## src/rtl/rtp_pkg.sv

```systemverilog
// rtp_pkg: shared constants and types for the RTP game-controller packet parser.
//
// Holds the fixed frame layout (IPv4 20 bytes, UDP 8 bytes, RTP 12 bytes, payload
// 4 bytes), the byte offsets of every field the parser inspects, the protocol
// constants it checks against, the parser state enum and a small movement helper.
// Offsets are 6-bit so they compare directly against the parser byte counter.
package rtp_pkg;

  localparam int IP_HDR_BYTES  = 20;
  localparam int UDP_HDR_BYTES = 8;
  localparam int RTP_HDR_BYTES = 12;
  localparam int PAYLOAD_BYTES = 4;
  localparam int PKT_BYTES     = IP_HDR_BYTES + UDP_HDR_BYTES + RTP_HDR_BYTES + PAYLOAD_BYTES;

  // Segment start indices and index of the final byte of a well-formed packet.
  localparam logic [5:0] UDP_START = 6'(IP_HDR_BYTES);
  localparam logic [5:0] RTP_START = 6'(IP_HDR_BYTES + UDP_HDR_BYTES);
  localparam logic [5:0] PAY_START = 6'(IP_HDR_BYTES + UDP_HDR_BYTES + RTP_HDR_BYTES);
  localparam logic [5:0] LAST_IDX  = 6'(PKT_BYTES - 1);

  // Field offsets within the packet (first byte of each multi-byte field).
  localparam logic [5:0] OFF_IP_VER    = 6'd0;
  localparam logic [5:0] OFF_IP_LEN    = 6'd2;
  localparam logic [5:0] OFF_IP_PROTO  = 6'd9;
  localparam logic [5:0] OFF_IP_DST    = 6'd16;
  localparam logic [5:0] OFF_UDP_DPORT = UDP_START + 6'd2;
  localparam logic [5:0] OFF_UDP_LEN   = UDP_START + 6'd4;
  localparam logic [5:0] OFF_RTP_VER   = RTP_START;
  localparam logic [5:0] OFF_RTP_PT    = RTP_START + 6'd1;
  localparam logic [5:0] OFF_RTP_SEQ   = RTP_START + 6'd2;
  localparam logic [5:0] OFF_RTP_TS    = RTP_START + 6'd4;

  // Protocol constants.
  localparam logic [7:0]  IPV4_VER_IHL   = 8'h45;
  localparam logic [7:0]  IPV4_PROTO_UDP = 8'h11;
  localparam logic [1:0]  RTP_VERSION    = 2'd2;
  localparam logic [15:0] IPV4_TOTAL_LEN = 16'(PKT_BYTES);
  localparam logic [15:0] UDP_LEN        = 16'(UDP_HDR_BYTES + RTP_HDR_BYTES + PAYLOAD_BYTES);

  typedef enum logic [2:0] {
    IDLE,
    IP_HDR,
    UDP_HDR,
    RTP_HDR,
    PAYLOAD,
    DRAIN
  } state_t;

  // Movement codes 0..4 are meaningful; 5..7 mark a corrupt controller frame.
  function automatic logic movementLegal(input logic [2:0] mv);
    return (mv <= 3'd4);
  endfunction

endpackage

```

## src/rtl/rtp_seq_checker.sv

```systemverilog
// rtp_seq_checker: decides whether a new RTP sequence number may be accepted.
//
// Only built when RTP_SEQ_CHECK_EN is defined (the parser instantiates it only then).
// A packet is in order when nothing has been accepted since reset, or when the
// forward distance (seq - last) modulo 2^16 lies in 1..32767, i.e. it is newer
// than the last one and not a duplicate.
//
// Ports:
//   seq_i        new packet's sequence number
//   last_seq_i   sequence number of the last accepted packet
//   have_last_i  a packet has been accepted since reset
//   seq_ok_o     new packet is in order
`ifdef RTP_SEQ_CHECK_EN
module rtp_seq_checker (
  input  logic [15:0] seq_i,
  input  logic [15:0] last_seq_i,
  input  logic        have_last_i,
  output logic        seq_ok_o
);

  logic [15:0] seqDiff;

  // Forward distance wraps naturally in 16 bits; the top bit set means the
  // new number is behind (or more than half the space ahead).
  always_comb begin
    seqDiff  = seq_i - last_seq_i;
    seq_ok_o = !have_last_i || ((seqDiff != 16'd0) && !seqDiff[15]);
  end

endmodule
`endif

```

## src/rtl/rtp_packet_parser.sv

```systemverilog
// rtp_packet_parser: byte-stream parser for 44-byte IPv4/UDP/RTP controller packets.
//
// Each packet carries four payload bytes, one per player: bits[6:4] movement,
// bits[2:0] shooting. The parser checks the IPv4, UDP and RTP header fields it
// cares about, captures RTP marker/sequence/timestamp, and on a clean packet
// updates all data outputs and pulses valid_out. A rejected packet pulses
// drop_out once, in the cycle after its last byte, and leaves outputs alone.
//
// Optional build macro: RTP_SEQ_CHECK_EN -- when defined, a packet is also
// rejected unless its sequence number is newer than the last accepted one
// (the first packet after reset is always in order).
//
// Parameters:
//   LOCAL_IP  required IPv4 destination address
//   DST_PORT  required UDP destination port
//   RTP_PT    required RTP payload type
// Ports:
//   clk_in            clock, rising edge
//   rst_in            synchronous active-high reset
//   data_in           packet byte, network order
//   data_valid_in     data_in valid this cycle
//   data_last_in      with data_valid_in: final byte of packet
//   pN_movement/_shooting  player N controls from last accepted packet
//   rtp_seq_out, rtp_timestamp_out, rtp_marker_out  RTP fields of last accepted packet
//   valid_out         one-cycle pulse: packet accepted
//   drop_out          one-cycle pulse: packet rejected
module rtp_packet_parser
  import rtp_pkg::*;
#(
  parameter logic [31:0] LOCAL_IP = 32'h0A000002,
  parameter logic [15:0] DST_PORT = 16'hFFFF,
  parameter logic [6:0]  RTP_PT   = 7'h1F
) (
  input  logic        clk_in,
  input  logic        rst_in,
  input  logic [7:0]  data_in,
  input  logic        data_valid_in,
  input  logic        data_last_in,
  output logic [2:0]  p1_movement,
  output logic [2:0]  p2_movement,
  output logic [2:0]  p3_movement,
  output logic [2:0]  p4_movement,
  output logic [2:0]  p1_shooting,
  output logic [2:0]  p2_shooting,
  output logic [2:0]  p3_shooting,
  output logic [2:0]  p4_shooting,
  output logic [15:0] rtp_seq_out,
  output logic [31:0] rtp_timestamp_out,
  output logic        rtp_marker_out,
  output logic        valid_out,
  output logic        drop_out
);

  state_t      state_q, state_d;
  logic [5:0]  cnt_q, cnt_d;

  // Header fields and first three payload bytes captured while the packet streams in.
  logic        markerCap_q, markerCap_d;
  logic [15:0] seqCap_q, seqCap_d;
  logic [31:0] tsCap_q, tsCap_d;
  logic [8:0]  payMv_q, payMv_d;
  logic [8:0]  paySh_q, paySh_d;

  // Visible outputs: player N lives at bits [3N-1:3N-3].
  logic [11:0] mv_q, mv_d;
  logic [11:0] sh_q, sh_d;
  logic [15:0] seq_q, seq_d;
  logic [31:0] ts_q, ts_d;
  logic        marker_q, marker_d;
  logic        valid_q, valid_d;
  logic        drop_q, drop_d;

  logic        byteOk;
  logic        seqOk;

`ifdef RTP_SEQ_CHECK_EN
  logic haveSeq_q;

  rtp_seq_checker u_seq_checker (
    .seq_i       (seqCap_q),
    .last_seq_i  (seq_q),
    .have_last_i (haveSeq_q),
    .seq_ok_o    (seqOk)
  );

  // Remembers whether any packet has been accepted since reset, so the very
  // first packet is never judged against the cleared sequence output.
  always_ff @(posedge clk_in) begin
    if (rst_in) begin
      haveSeq_q <= 1'b0;
    end else if (valid_d) begin
      haveSeq_q <= 1'b1;
    end
  end
`else
  assign seqOk = 1'b1;
`endif

  // Per-byte field check, keyed on the byte's position in the packet. Bytes
  // whose position carries nothing we check are always fine.
  always_comb begin
    byteOk = 1'b1;
    case (cnt_q)
      OFF_IP_VER:            byteOk = (data_in == IPV4_VER_IHL);
      OFF_IP_LEN:            byteOk = (data_in == IPV4_TOTAL_LEN[15:8]);
      OFF_IP_LEN + 6'd1:     byteOk = (data_in == IPV4_TOTAL_LEN[7:0]);
      OFF_IP_PROTO:          byteOk = (data_in == IPV4_PROTO_UDP);
      OFF_IP_DST:            byteOk = (data_in == LOCAL_IP[31:24]);
      OFF_IP_DST + 6'd1:     byteOk = (data_in == LOCAL_IP[23:16]);
      OFF_IP_DST + 6'd2:     byteOk = (data_in == LOCAL_IP[15:8]);
      OFF_IP_DST + 6'd3:     byteOk = (data_in == LOCAL_IP[7:0]);
      OFF_UDP_DPORT:         byteOk = (data_in == DST_PORT[15:8]);
      OFF_UDP_DPORT + 6'd1:  byteOk = (data_in == DST_PORT[7:0]);
      OFF_UDP_LEN:           byteOk = (data_in == UDP_LEN[15:8]);
      OFF_UDP_LEN + 6'd1:    byteOk = (data_in == UDP_LEN[7:0]);
      OFF_RTP_VER:           byteOk = (data_in[7:6] == RTP_VERSION);
      OFF_RTP_PT:            byteOk = (data_in[6:0] == RTP_PT);
      PAY_START, PAY_START + 6'd1, PAY_START + 6'd2, LAST_IDX:
                             byteOk = movementLegal(data_in[6:4]);
      default:               byteOk = 1'b1;
    endcase
  end

  // Next-state logic. The byte counter is the packet position; the state only
  // distinguishes the header segments, and whether we are discarding the rest
  // of a bad packet (DRAIN). A premature last byte ends the packet on the spot,
  // while a failed check keeps swallowing bytes until the sender's last byte so
  // the next packet starts aligned.
  always_comb begin
    state_d     = state_q;
    cnt_d       = cnt_q;
    markerCap_d = markerCap_q;
    seqCap_d    = seqCap_q;
    tsCap_d     = tsCap_q;
    payMv_d     = payMv_q;
    paySh_d     = paySh_q;
    mv_d        = mv_q;
    sh_d        = sh_q;
    seq_d       = seq_q;
    ts_d        = ts_q;
    marker_d    = marker_q;
    valid_d     = 1'b0;
    drop_d      = 1'b0;

    if (data_valid_in) begin
      if (state_q == DRAIN) begin
        if (data_last_in) begin
          drop_d  = 1'b1;
          state_d = IDLE;
          cnt_d   = 6'd0;
        end
      end else begin
        case (cnt_q)
          OFF_RTP_PT:         markerCap_d       = data_in[7];
          OFF_RTP_SEQ:        seqCap_d[15:8]    = data_in;
          OFF_RTP_SEQ + 6'd1: seqCap_d[7:0]     = data_in;
          OFF_RTP_TS:         tsCap_d[31:24]    = data_in;
          OFF_RTP_TS + 6'd1:  tsCap_d[23:16]    = data_in;
          OFF_RTP_TS + 6'd2:  tsCap_d[15:8]     = data_in;
          OFF_RTP_TS + 6'd3:  tsCap_d[7:0]      = data_in;
          PAY_START: begin
            payMv_d[2:0] = data_in[6:4];
            paySh_d[2:0] = data_in[2:0];
          end
          PAY_START + 6'd1: begin
            payMv_d[5:3] = data_in[6:4];
            paySh_d[5:3] = data_in[2:0];
          end
          PAY_START + 6'd2: begin
            payMv_d[8:6] = data_in[6:4];
            paySh_d[8:6] = data_in[2:0];
          end
          default: ;
        endcase

        if (data_last_in && (cnt_q != LAST_IDX)) begin
          drop_d  = 1'b1;
          state_d = IDLE;
          cnt_d   = 6'd0;
        end else if (cnt_q == LAST_IDX) begin
          cnt_d = 6'd0;
          if (!data_last_in) begin
            state_d = DRAIN;
          end else if (byteOk && seqOk) begin
            // Last payload byte goes straight to the outputs with the captured ones.
            mv_d     = {data_in[6:4], payMv_q};
            sh_d     = {data_in[2:0], paySh_q};
            seq_d    = seqCap_q;
            ts_d     = tsCap_q;
            marker_d = markerCap_q;
            valid_d  = 1'b1;
            state_d  = IDLE;
          end else begin
            drop_d  = 1'b1;
            state_d = IDLE;
          end
        end else if (!byteOk) begin
          state_d = DRAIN;
          cnt_d   = 6'd0;
        end else begin
          cnt_d = cnt_q + 6'd1;
          if (cnt_d < UDP_START) begin
            state_d = IP_HDR;
          end else if (cnt_d < RTP_START) begin
            state_d = UDP_HDR;
          end else if (cnt_d < PAY_START) begin
            state_d = RTP_HDR;
          end else begin
            state_d = PAYLOAD;
          end
        end
      end
    end
  end

  // State, captures and outputs; reset discards any partial packet silently.
  always_ff @(posedge clk_in) begin
    if (rst_in) begin
      state_q     <= IDLE;
      cnt_q       <= 6'd0;
      markerCap_q <= 1'b0;
      seqCap_q    <= 16'd0;
      tsCap_q     <= 32'd0;
      payMv_q     <= 9'd0;
      paySh_q     <= 9'd0;
      mv_q        <= 12'd0;
      sh_q        <= 12'd0;
      seq_q       <= 16'd0;
      ts_q        <= 32'd0;
      marker_q    <= 1'b0;
      valid_q     <= 1'b0;
      drop_q      <= 1'b0;
    end else begin
      state_q     <= state_d;
      cnt_q       <= cnt_d;
      markerCap_q <= markerCap_d;
      seqCap_q    <= seqCap_d;
      tsCap_q     <= tsCap_d;
      payMv_q     <= payMv_d;
      paySh_q     <= paySh_d;
      mv_q        <= mv_d;
      sh_q        <= sh_d;
      seq_q       <= seq_d;
      ts_q        <= ts_d;
      marker_q    <= marker_d;
      valid_q     <= valid_d;
      drop_q      <= drop_d;
    end
  end

  assign p1_movement       = mv_q[2:0];
  assign p2_movement       = mv_q[5:3];
  assign p3_movement       = mv_q[8:6];
  assign p4_movement       = mv_q[11:9];
  assign p1_shooting       = sh_q[2:0];
  assign p2_shooting       = sh_q[5:3];
  assign p3_shooting       = sh_q[8:6];
  assign p4_shooting       = sh_q[11:9];
  assign rtp_seq_out       = seq_q;
  assign rtp_timestamp_out = ts_q;
  assign rtp_marker_out    = marker_q;
  assign valid_out         = valid_q;
  assign drop_out          = drop_q;

endmodule

```

## config.mk

```make
export PLATFORM = sky130hd
export DESIGN_NAME = rtp_packet_parser
export DESIGN_NICKNAME = d
export VERILOG_FILES = /design/src/rtl/rtp_pkg.sv /design/src/rtl/rtp_seq_checker.sv /design/src/rtl/rtp_packet_parser.sv
export SDC_FILE = /design/constraint.sdc
export NUM_CORES = 1
export LEC_CHECK = 0
export BUFFER_PORTS_ARGS = -buffer_cell sky130_fd_sc_hd__buf_2
export CORE_ASPECT_RATIO = 1.1
export CORE_MARGIN = 1.5
export CORE_UTILIZATION = 55
export CTS_BUF_LIST = sky130_fd_sc_hd__clkbuf_8
export DETAILED_ROUTE_END_ITERATION = 8
export PLACE_DENSITY = 0.77
export SKIP_LAST_GASP = 1
export SLEW_MARGIN = 20
export SYNTH_ARGS = -nofsm -noshare
export SYNTH_HDL_FRONTEND = slang
export SYNTH_SLANG_ARGS = --single-unit
```

## constraint.sdc

```tcl
create_clock -name clk_in -period 4 [get_ports clk_in]
set_clock_uncertainty 0.15 [all_clocks]
set_input_delay 0.8 -clock clk_in [delete_from_list [all_inputs] [get_ports clk_in]]
set_output_delay 0.8 -clock clk_in [all_outputs]
set_load 0.005 [all_outputs]
```

==> run summary <==
The flow ran to the end, and the final reports show no timing, DRC or antenna violations. Counting along the longest clock path gives a buffer depth of 2. The maximum fanout encountered on the critical timing path is 49. The worst hold path class is reg2reg. The critical path ends at rtp_seq_out[15]$_SDFFE_PP0P_. The power per standard cell area came out at 363 nW/µm².

The die area came out at ~13000 µm². The worst path in the final design needs a cycle of roughly 3.3 ns, including I/O delays and setup. The transition time at the pin with the least slew margin came out at roughly 1.1 ns.

The highest cell delay on the worst timing path is 1.03 ns. Input and output buffers added on the ports amount to 86. In this run the critical register-to-register path is launched from cnt_q[3]$_SDFFE_PP0P_.

STA classifies the critical path endpoint as a register. The starting density of the core is 57.2%. The die boundary height is between 100 and 150 µm. The total of hold buffers inserted after clock tree synthesis came out at 0. The final weighted congestion in routability-driven placement came out at 0.932. The cell area after technology mapping is roughly 7000 µm². Synthesis produced a netlist with a net count of 828. In this run the remaining antenna-violating nets after routing total 0. The synthesized netlist contains 55 unique library cells. The number of antenna violations at the first check in global routing came out at 0. The insertion delay of the later-clocked pin in the worst-skew pair is roughly 0.44 ns. The critical path goes through nand4bb_1 > a21oi_1 > a21oi_1 > nand3_1 > and4b_4 > buf_12 > mux2i_1. The highest attainable clock frequency is a little over 300 MHz. The first-pass GRT wire length came out at between 20000 and 30000 µm.

After detailed routing, the total wire length is about 16000 µm. Data on the critical path arrives at its endpoint at around 3.5 ns. In the final routed layout, each cell accounts on average for approximately 15 µm. The cell at the root of the clock tree is sky130_fd_sc_hd__clkbuf_8.

Once layout is complete, the cells apart from fillers number between 1000 and 1500. The synthesized area per cell is around 8.6 µm². In this run the worst setup path begins at cnt_q[3]$_SDFFE_PP0P_.

Summed over all nets, the half-perimeter wirelength after detailed placement is about 10000 µm. The placeable core region is 12200 µm². The number of diodes came out at 0. The number of cells traversed by the worst register-to-register path came out at 7.

The setup violation total in the final timing report is 0. In this run the core area contains 42 standard-cell rows. The buffers inserted during post-CTS setup optimization is 0. The detailed-router iteration count before antenna repair came out at 6. STA puts the critical path data required time at between 4 and 5 ns.

The capturing point of the worst reg2reg path is rtp_seq_out[15]$_SDFFE_PP0P_. The hold violation total from the final report is 0. The static leakage is ~2.7 nW. The total clock buffers created by CTS came out at 17. The fraction of registers with async set or reset after synthesis came out at 0%. The clock transition time at the flip-flop clock pins of the worst setup and hold paths came out at 0.09 ns. The fraction of the core area covered by cells at the end of the flow came out at about 64%. The number of storage elements in the synthesis netlist came out at ~150. The fraction of layout instances using a drive strength above 1 is approximately 16%.

The total via count after detailed routing came out at between 5000 and 6000. Adding up every negative setup slack in the final design gives 0 ns. Global routing used about 24% of the available tracks. Among all stages on the critical path, the largest delay is contributed by sky130_fd_sc_hd__dfxtp_1. The critical path class is reg2reg.

Of the available clock period, the critical path in the final layout requires 81.7%. The via density per instance is 5.64. The deepest level of the CTS H-tree is 4. The number of synthesis warnings came out at 0.

The area taken by multi-input logic gates came out at about 3600 µm². The die width came out at 110 µm. The post-cts resize count is 0. The cell area reported after detailed placement is ~7400 µm². For this run, the post-layout net count is 876.

Synthesis handed over a netlist of between 800 and 900 instances. The filler cell count came out at between 1000 and 1500. The number of max-slew violations in the final report is 0. The via count of the first global-routing pass is roughly 5300. The maximum ir drop on the vdd rail is 220 µV. The dominant synthesized flop cell is sky130_fd_sc_hd__dfxtp_1. The total grt overflow is 0. The sink count of the clock tree came out at approximately 150. The count of flip-flops with a built-in enable after synthesis is 0. Measured against its own limit, the worst slew margin works out to 29.4%. STA classifies the critical path startpoint as a register. The sequential cell area in the final layout is slightly above 3000 µm². Entering global routing, the biggest net connects around 170 pins. The iteration-0 DRC count of the detailed router came out at about 460. The area growth from synthesis to layout is 12.6%. Setup repair after global routing left no endpoint under its margin. The remaining design rule violation count is 0. The CTS tree is done. The count of maximum capacitance violations came out at 0. The register-to-register path setup slack came out at 0.73 ns. Counting stages on the worst path, the most repeated cell is sky130_fd_sc_hd__a21oi_1. The number of placed instances with taps included came out at ~1000. Sequential cells were found to cover 43.4% of the synthesized design area. For this design the top-level I/O count stands at between 80 and 90. The post-route cell area came out at between 7000 and 8000 µm².
==> layer usage <==
layer | GRT usage [%] | vias up | wire, µm
met3 | 5.10 | 34 | 952
met1 | 31.6 | 2701 | 6910
met2 | 38.7 | 192 | 7600
met4 | 9.62 | 0 | 427
met5 | 0 | - | 0
li1 | - | 2864 | -
==> sequential cells by signal (all words and copies together), names as in the netlist, 6 cells and up <==
register           count
rtp_seq_out           16
cnt_q                  6
rtp_timestamp_out     32
mv_q                  12
paySh_q                9
tsCap_q               32
seqCap_q              16
payMv_q                9
sh_q                  12
==> cell families after synthesis <==
logic type | synth area share [%]
compound gates | 10.5
xor+xnor | 0.251
fa+ha+maj | 0.718
buf+inv | 4.81
flops | 43.4
mux | 10.8
simple gates | 29.6
==> Yosys cell counts (5+ instances only) <==
library cell	n	area (µm²)
sky130_fd_sc_hd__o21ai_0	11	55.1
sky130_fd_sc_hd__clkbuf_1	49	184
sky130_fd_sc_hd__mux2i_1	75	751
sky130_fd_sc_hd__dfxtp_1	151	3020
sky130_fd_sc_hd__nand2b_1	152	951
sky130_fd_sc_hd__nor2_1	18	67.6
sky130_fd_sc_hd__inv_1	6	22.5
sky130_fd_sc_hd__buf_2	10	50.1
sky130_fd_sc_hd__nand3_1	79	395
sky130_fd_sc_hd__nor3_1	7	35.0
sky130_fd_sc_hd__nand2_1	94	353
sky130_fd_sc_hd__nor2b_1	5	31.3
sky130_fd_sc_hd__o211ai_1	6	45.0
sky130_fd_sc_hd__a21oi_1	77	385
sky130_fd_sc_hd__buf_4	7	52.6
==> layout make-up <==
cell class | count | share of cell area, %
Inverter | 6 | 0.287
Tap cell | 154 | 2.45
Sequential cell | 151 | 38.5
Clock inverter | 13 | 2.15
Clock buffer | 19 | 3.33
Timing Repair Buffer | 98 | 7.14
Multi-Input combinational cell | 586 | 46.1
==> per-stage QoR <==
| step | hold slack [ns] | setup WS [ns] | total power [W] |
|---|---|---|---|
| detailed placement | 0.298 | 0.809 | 0.00164 |
| global placement | 0.295 | 0.913 | 0.00164 |
| global route | 0.331 | 0.460 | 0.00293 |
| floorplan | 0.287 | 1.30 | 0.00161 |
| CTS | 0.310 | 0.783 | 0.00287 |
| finish | 0.310 | 0.731 | 0.00285 |
==> worst min-delay path by stage <==
stage | startpoint | end | slack [ns] | depth (start not counted)
floorplan | markerCap_q$_SDFFE_PP0P_ | markerCap_q$_SDFFE_PP0P_ | 0.29 | 2
global placement | paySh_q[8]$_SDFFE_PP0P_ | paySh_q[8]$_SDFFE_PP0P_ | 0.30 | 2
detailed placement | seqCap_q[1]$_SDFFE_PP0P_ | seqCap_q[1]$_SDFFE_PP0P_ | 0.30 | 2
CTS | seqCap_q[1]$_SDFFE_PP0P_ | seqCap_q[1]$_SDFFE_PP0P_ | 0.31 | 2
global route | seqCap_q[1]$_SDFFE_PP0P_ | seqCap_q[1]$_SDFFE_PP0P_ | 0.33 | 2
finish | seqCap_q[1]$_SDFFE_PP0P_ | seqCap_q[1]$_SDFFE_PP0P_ | 0.31 | 2
==> critical path: cells and delay by family (launching register included) <==
family | cells | cell delay (ns)
muxes | 1 | 0.23
and+or+nand+nor | 3 | 1.03
buffers and inverters | 1 | 0.28
DFF | 1 | 1.03
AOI/OAI and AO/OA | 2 | 0.39
==> cell usage in the layout, fill, tap and decap left out, types with 5 or more instances in the layout <==
cell type and n:
sky130_fd_sc_hd__nor2_1 18, sky130_fd_sc_hd__buf_4 10, sky130_fd_sc_hd__buf_2 85, sky130_fd_sc_hd__mux2i_1 75, sky130_fd_sc_hd__o21ai_0 11, sky130_fd_sc_hd__nor3_1 6, sky130_fd_sc_hd__o211ai_1 6, sky130_fd_sc_hd__clkbuf_8 19
sky130_fd_sc_hd__inv_1 7, sky130_fd_sc_hd__nand2b_1 152, sky130_fd_sc_hd__a21oi_1 77, sky130_fd_sc_hd__nand2_1 94, sky130_fd_sc_hd__dfxtp_1 151, sky130_fd_sc_hd__nand3_1 79, sky130_fd_sc_hd__nor2b_1 5
==> power by group <==
part | leakage (nW) | switching, W | internal [W]
logic | 1.28 | 0.0000636 | 0.0000362
clock network | 0.216 | 0.000586 | 0.000659
registers | 1.22 | 0.00000104 | 0.00150
Power figures use the tool's default switching activity.
